## config.mk

```make
export PLATFORM = sky130hd
export DESIGN_NAME = attopu_ctrl
export DESIGN_NICKNAME = d
export VERILOG_FILES = /design/src/rtl/attopu_pkg.sv /design/src/rtl/attopu_pc_unit.sv /design/src/rtl/attopu_ctrl.sv
export SDC_FILE = /design/constraint.sdc
export NUM_CORES = 1
export LEC_CHECK = 0
export ABC_AREA = 1
export BUFFER_PORTS_ARGS = -buffer_cell sky130_fd_sc_hd__buf_2
export CORE_ASPECT_RATIO = 2
export CORE_MARGIN = 5
export CORE_UTILIZATION = 45
export DETAILED_ROUTE_END_ITERATION = 10
export PLACE_DENSITY = 0.7
export SLEW_MARGIN = 40
export SYNTH_ARGS = -nofsm -noshare
export SYNTH_HDL_FRONTEND = slang
export SYNTH_SLANG_ARGS = --single-unit
```

## constraint.sdc

```tcl
create_clock -name clk -period 5.5 [get_ports clk]
set_input_delay 0.275 -clock clk [delete_from_list [all_inputs] [get_ports clk]]
set_output_delay 0.275 -clock clk [all_outputs]
set_load 0.02 [all_outputs]
```

## src/rtl/attopu_pkg.sv

```systemverilog
`default_nettype none
// +-------------------------------------------------------------------+
// | attopu_pkg : opcodes, modes, FSM states and pc-select encodings    |
// | rev 1.0                                                           |
// +-------------------------------------------------------------------+
package attopu_pkg;

   localparam logic [1:0] OP_ADD = 2'b00;
   localparam logic [1:0] OP_LD  = 2'b01;
   localparam logic [1:0] OP_ST  = 2'b10;
   localparam logic [1:0] OP_BRZ = 2'b11;

   localparam logic MODE_ABS = 1'b0;
   localparam logic MODE_REG = 1'b1;

   localparam logic RF_SRC_ALU = 1'b0;
   localparam logic RF_SRC_MEM = 1'b1;

   typedef enum logic [1:0] {
      S_FETCH  = 2'd0,
      S_DECODE = 2'd1,
      S_EXEC   = 2'd2,
      S_MEM    = 2'd3
   } state_t;

   typedef enum logic [1:0] {
      PC_HOLD = 2'd0,
      PC_INC  = 2'd1,
      PC_REL  = 2'd2,
      PC_REG  = 2'd3
   } pc_sel_t;

endpackage
`default_nettype wire

```

## src/rtl/attopu_pc_unit.sv

```systemverilog
`default_nettype none
// +-------------------------------------------------------------------+
// | attopu_pc_unit : program counter with hold/+1/+sext(imm)/reg mux   |
// | rev 1.0                                                           |
// +-------------------------------------------------------------------+
module attopu_pc_unit
   import attopu_pkg::*;
#(
   parameter int              ADDR_W   = 16,
   parameter int              IMM_W    = 11,
   parameter logic [ADDR_W-1:0] RESET_PC = '0
) (
   input  logic              clk,
   input  logic              rst_n,
   input  pc_sel_t           sel_i,
   input  logic [IMM_W-1:0]  imm_i,
   input  logic [ADDR_W-1:0] reg_i,
   output logic [ADDR_W-1:0] pc_o
);

   logic [ADDR_W-1:0] pc_q;
   logic [ADDR_W-1:0] pc_d;

   // Relative targets are based on the branch's own address; sums wrap.
   always_comb begin
      pc_d = pc_q;
      case (sel_i)
         PC_INC:  pc_d = pc_q + ADDR_W'(1);
         PC_REL:  pc_d = pc_q + ADDR_W'($signed(imm_i));
         PC_REG:  pc_d = reg_i;
         default: pc_d = pc_q;
      endcase
   end

   always_ff @(posedge clk) begin
      if (!rst_n) begin
         pc_q <= RESET_PC;
      end else begin
         pc_q <= pc_d;
      end
   end

   assign pc_o = pc_q;

endmodule
`default_nettype wire

```

## src/rtl/attopu_ctrl.sv

```systemverilog
`default_nettype none
// +-------------------------------------------------------------------+
// | attopu_ctrl : multi-cycle fetch/decode/exec/mem control unit       |
// | rev 1.0                                                           |
// +-------------------------------------------------------------------+
module attopu_ctrl
   import attopu_pkg::*;
#(
   parameter int                DATA_W   = 16,
   parameter int                ADDR_W   = 16,
   parameter int                RSEL_W   = 2,
   parameter logic [ADDR_W-1:0] RESET_PC = '0,
   parameter int                CNT_W    = 32
) (
   input  logic              clk,
   input  logic              rst_n,
   output logic              imem_req,
   output logic [ADDR_W-1:0] imem_addr,
   input  logic              imem_ack,
   input  logic [DATA_W-1:0] imem_rdata,
   output logic [RSEL_W-1:0] rf_wsel,
   output logic              rf_we,
   output logic              rf_wsrc,
   output logic [RSEL_W-1:0] rf_rsel1,
   output logic [RSEL_W-1:0] rf_rsel2,
   input  logic [ADDR_W-1:0] rf_rdata1,
   output logic              alu_add,
   input  logic              alu_zero,
   output logic              dmem_req,
   output logic              dmem_we,
   output logic [ADDR_W-1:0] dmem_addr,
   input  logic              dmem_ack,
   output logic              z_flag,
   output logic [CNT_W-1:0]  instret
);

   localparam int IMM_W = DATA_W - 3 - RSEL_W;

   state_t            state_q, state_d;
   logic [DATA_W-1:0] ir_q, ir_d;
   logic              z_q, z_d;
   logic [CNT_W-1:0]  instret_q, instret_d;
   pc_sel_t           w_pc_sel;
   logic [ADDR_W-1:0] w_pc;

   logic [1:0]        w_op;
   logic [RSEL_W-1:0] w_rd, w_rs1, w_rs2;
   logic [IMM_W-1:0]  w_imm;
   logic              w_mode;

   logic              w_imem_req, w_rf_we, w_rf_wsrc, w_alu_add;
   logic              w_dmem_req, w_dmem_we;
   logic [ADDR_W-1:0] w_imem_addr, w_dmem_addr;

   assign w_op   = ir_q[DATA_W-1 -: 2];
   assign w_rd   = ir_q[DATA_W-3 -: RSEL_W];
   assign w_rs1  = ir_q[DATA_W-3-RSEL_W -: RSEL_W];
   assign w_rs2  = ir_q[DATA_W-3-2*RSEL_W -: RSEL_W];
   assign w_imm  = ir_q[IMM_W:1];
   assign w_mode = ir_q[0];

   attopu_pc_unit #(
      .ADDR_W   (ADDR_W),
      .IMM_W    (IMM_W),
      .RESET_PC (RESET_PC)
   ) u_pc (
      .clk   (clk),
      .rst_n (rst_n),
      .sel_i (w_pc_sel),
      .imm_i (w_imm),
      .reg_i (rf_rdata1),
      .pc_o  (w_pc)
   );

   always_comb begin
      state_d     = state_q;
      ir_d        = ir_q;
      z_d         = z_q;
      instret_d   = instret_q;
      w_pc_sel    = PC_HOLD;
      w_imem_req  = 1'b0;
      w_imem_addr = '0;
      w_rf_we     = 1'b0;
      w_rf_wsrc   = RF_SRC_ALU;
      w_alu_add   = 1'b0;
      w_dmem_req  = 1'b0;
      w_dmem_we   = 1'b0;
      w_dmem_addr = '0;
      case (state_q)
         S_FETCH: begin
            w_imem_req  = 1'b1;
            w_imem_addr = w_pc;
            if (imem_ack) begin
               ir_d    = imem_rdata;
               state_d = S_DECODE;
            end
         end
         S_DECODE: begin
            state_d = S_EXEC;
         end
         S_EXEC: begin
            state_d = S_FETCH;
            case (w_op)
               OP_ADD: begin
                  w_alu_add = 1'b1;
                  w_rf_we   = 1'b1;
                  z_d       = alu_zero;
                  w_pc_sel  = PC_INC;
                  instret_d = instret_q + CNT_W'(1);
               end
               OP_LD, OP_ST: begin
                  state_d = S_MEM;
               end
               default: begin
                  instret_d = instret_q + CNT_W'(1);
                  if (z_q) begin
                     w_pc_sel = (w_mode == MODE_REG) ? PC_REG : PC_REL;
                  end else begin
                     w_pc_sel = PC_INC;
                  end
               end
            endcase
         end
         S_MEM: begin
            w_dmem_req  = 1'b1;
            w_dmem_we   = (w_op == OP_ST);
            w_dmem_addr = (w_mode == MODE_REG) ? rf_rdata1 : ADDR_W'(w_imm);
            if (dmem_ack) begin
               if (w_op == OP_LD) begin
                  w_rf_we   = 1'b1;
                  w_rf_wsrc = RF_SRC_MEM;
               end
               w_pc_sel  = PC_INC;
               instret_d = instret_q + CNT_W'(1);
               state_d   = S_FETCH;
            end
         end
         default: begin
            state_d = S_FETCH;
         end
      endcase
   end

   always_ff @(posedge clk) begin
      if (!rst_n) begin
         state_q   <= S_FETCH;
         ir_q      <= '0;
         z_q       <= 1'b0;
         instret_q <= '0;
      end else begin
         state_q   <= state_d;
         ir_q      <= ir_d;
         z_q       <= z_d;
         instret_q <= instret_d;
      end
   end

   // Strobes are gated by reset so an abandoned access drops immediately.
   assign imem_req  = rst_n & w_imem_req;
   assign dmem_req  = rst_n & w_dmem_req;
   assign dmem_we   = rst_n & w_dmem_we;
   assign rf_we     = rst_n & w_rf_we;
   assign alu_add   = rst_n & w_alu_add;
   assign imem_addr = w_imem_addr;
   assign dmem_addr = w_dmem_addr;
   assign rf_wsrc   = w_rf_wsrc;

   assign rf_wsel  = w_rd;
   assign rf_rsel1 = w_rs1;
   assign rf_rsel2 = (w_op == OP_ST && w_mode == MODE_ABS) ? w_rd : w_rs2;

   assign z_flag  = z_q;
   assign instret = instret_q;

endmodule
`default_nettype wire
```

==> summary.md <==
### Outcome
* **outcome** finished, final reports clean

### Final layout
* **Fillers** 973
* **area used by multi-input combinational logic** 0.00247 sq mm
* **most used cells in the layout excluding fill and tap cells** 119 x nand2_1, 113 x buf_2, 97 x inv_1, 97 x nor2_1, 67 x dfxtp_1
* **register area** 0.00134 sq mm
* **post-synthesis to final-layout area growth** 21.2%
* **antenna fix cells** 0
* **most common library cell in the layout ignoring fill and taps** nand2_1
* **non-filler instance count after layout** 876
* **final layout net count** 820
* **ratio of cells with drive above 1 in the final layout** 19.7%

### GRT
* **antenna violations before repair** 0
* **vias in the first global route** 4484
* **total congestion overflow** 0
* **Global Route Usage Sum** 23.1%
* **largest net degree at the start of global routing** 48
* **wire length of the first global-routing pass** 21.4 mm

### Synth
* **count of synthesis-stage warnings from yosys** 0
* **Cell Area, Synth** 0.00431 sq mm
* **count of flip-flops with a built-in enable after synthesis** 0
* **Primary FF master, synth** dfxtp_1
* **gate count of the mapped netlist** 666
* **number of library cell types mapped by synthesis** 41
* **register area share after synthesis** 31.1%
* **Async SR Flop Fraction** 0%
* **Post-Synthesis Net Count** 719
* **mean instance size in the synthesized netlist** 6.47 sq um
* **number of synthesized register bits** 67

### STA
* **setup clock skew after layout** 0.00732 ns
* **minimum clock period** 3.73 ns
* **highest clock rate** 268 MHz
* **final max-slew violation count** 0
* **total of endpoints with negative setup slack in the final report** 0
* **Hold Vio Cnt, Final** 0
* **final total negative setup slack** 0 ns
* **unrepaired setup endpoints after global routing** false
* **Max-Slew Margin vs Limit** 44.6%
* **final-layout worst hold slack** 0.203 ns
* **pin slew with the least headroom to its limit** 0.830 ns
* **fraction of the cycle the final worst path needs** 67.8%

### Power
* **share of power burned in registers** 40.6%
* **Comb power frac** 12.2%
* **worst vdd ir** 0.167 mV
* **Switching Share** 26.0%
* **cell leakage power** 2.52 nW
* **total net switching power** 0.334 mW
* **share of power burned in the clock network** 47.2%
* **cell-internal power** 0.949 mW
* **power density cells** 245 mW/mm^2

### Place
* **global placer's final weighted congestion** 0.924
* **number of I/O port buffers** 113
* **estimated wirelength of the detail-placed design** 10.3 mm
* **placed cell count** 860

### Min path
* **cell count of the worst hold path** 3
* **hold_sp** imem_rdata[12]
* **endpoint with the worst hold slack** ir_q[12]
* **Hold Crit Class** in -> reg

### Floorplan
* **initial core utilization** 45.9%
* **Die Wd** 79.2 um
* **number of placement rows** 50
* **die area** 0.0118 sq mm
* **I/O pin count** 114
* **core region area** 0.00938 sq mm
* **DIE HEIGHT** 148 um

### Critical path
* **arrival time of the worst setup path** 3.93 ns
* **startpoint type of the worst setup path** register
* **reg-to-reg critical path endpoint** u_pc.pc_o[14]
* **worst reg2reg startpoint** ir_q[0]
* **Worst R2R Setup Slack** 1.77 ns
* **required arrival time at the worst endpoint** 5.70 ns
* **launching instance or port of the critical path** ir_q[0]
* **Worst Path Max Fanout** 21
* **Critical Path End Type** register
* **CP Class** reg -> reg
* **cell depth of the worst flop-to-flop path** 19

### Detailed routing
* **Via Count** 4600
* **wirelength, routed** 13.2 mm
* **wire per inst** 15.0 um
* **DR pass1 iterations** 5
* **DRC violation count after routing** 0
* **antenna-violating nets left** 0
* **average via count per standard cell** 5.25
* **first-iteration detailed-routing DRC count** 225

### Clocking
* **post-CTS clock slew at the launch and capture registers of the worst setup and hold paths** 0.06 ns
* **Max Root-Sink Buffers** 2
* **hold buffers post-CTS** 0
* **H-tree lvl count** 3
* **latest clock arrival within the worst-skew pair** 0.33 ns
* **buffers inserted during post-CTS setup optimization** 0
* **clock tree from TritonCTS** done
* **CTS Buf Count** 9
* **clk root buf** clkbuf_16
* **count of cells resized by post-cts repair** 0
* **number of sinks on the clock net** 67

### Run
* **max-capacitance violation count** 0

[cell usage after synthesis (4+ instances only)]
library cell,instances,share of area (%)
a21oi_1,65,7.5
a31oi_1,8,1.2
buf_4,4,0.70
clkbuf_1,19,1.7
dfxtp_1,67,31
ha_1,15,4.4
inv_1,97,8.4
nand2_1,120,10
nand3_1,24,2.8
nand4_1,9,1.3
nor2_1,97,8.4
nor3_1,13,1.5
o21ai_0,66,7.7
xnor2_1,9,1.8
xor2_1,9,1.8
[power groups by stage]
| stage | Combinational (mW) | Clock, mW | Sequential, mW |
|---|---|---|---|
| floorplan | 0.108 | 0 | 0.526 |
| global placement | 0.154 | 0 | 0.530 |
| detailed placement | 0.156 | 0 | 0.530 |
| CTS | 0.157 | 0.622 | 0.520 |
| global route | 0.175 | 0.646 | 0.522 |
| finish | 0.157 | 0.605 | 0.520 |
[worst max-delay path by stage]
stage | endpoint | depth (start not counted) | slack (ns)
6_report | u_pc.pc_o[14] | 19 | 1.77
5_1_grt | u_pc.pc_o[14] | 19 | 1.49
3_5_place_dp | u_pc.pc_o[14] | 19 | 1.82
3_3_place_gp | u_pc.pc_o[14] | 19 | 1.92
4_1_cts | u_pc.pc_o[14] | 19 | 1.81
2_1_floorplan | u_pc.pc_o[14] | 21 | 2.53
[flip-flops by register name, indices dropped and copies added, names as in the netlist]
| signal | count |
|---|---|
| instret | 32 |
| ir_q | 16 |
| z_flag | 1 |
| state_q | 2 |
| u_pc.pc_o | 16 |
[final cells by class]
| cell class | instances | area share, % |
|---|---|---|
| Clock buffer | 10 | 4.38 |
| Clock inverter | 6 | 1.53 |
| Inverter | 102 | 7.33 |
| Multi-Input combinational cell | 471 | 47.4 |
| Sequential cell | 67 | 25.7 |
| Tap cell | 104 | 2.49 |
| Timing Repair Buffer | 116 | 11.3 |
[critical path: stages (launching register included)]
cell      delay [ns]
dfxtp_1         0.41
inv_1           0.49
nand3_1         0.18
nand2_1         0.14
nand2_1         0.07
nor2_1          0.09
clkinv_1        0.26
or2_2           0.37
ha_1            0.24
fa_1            0.46
nand3_1         0.11
nand4_1         0.18
nand3_1         0.14
nand2_1         0.09
nand2_1         0.08
nand2_1         0.05
nand2_1         0.06
nand3_1         0.06
nand2_1         0.09
a21oi_1         0.05
[cell families after synthesis]
logic type	Yosys count	share of synthesized area (%)
adder cells (fa/ha/maj)	16	4.82
AND/OR/NAND/NOR	285	30.4
buffers and inverters	128	11.5
XOR/XNOR	18	3.66
flip-flops	67	31.1
AO/OA/AOI/OAI	152	18.5
[per-layer routing]
layer	up-vias	global-route usage (%)	share of wire, %
met2	130	45.1	55
met3	29	4.73	4.8
met5	-	0	0
met1	2086	22.4	37
li1	2355	-	-
met4	0	10.4	3.3
[through the flow]
stage	setup slack (ns)	total power [mW]	utilization, %	area [sq um]
after floorplan	2.53	0.634	-	4310
after global placement	1.92	0.684	52.4	4910
after detailed placement	1.82	0.687	52.4	4910
after CTS	1.81	1.30	55.7	5220
after global routing	1.49	1.34	55.7	5230
final	1.77	1.28	55.7	5230
(Power assumes the default switching activity.)
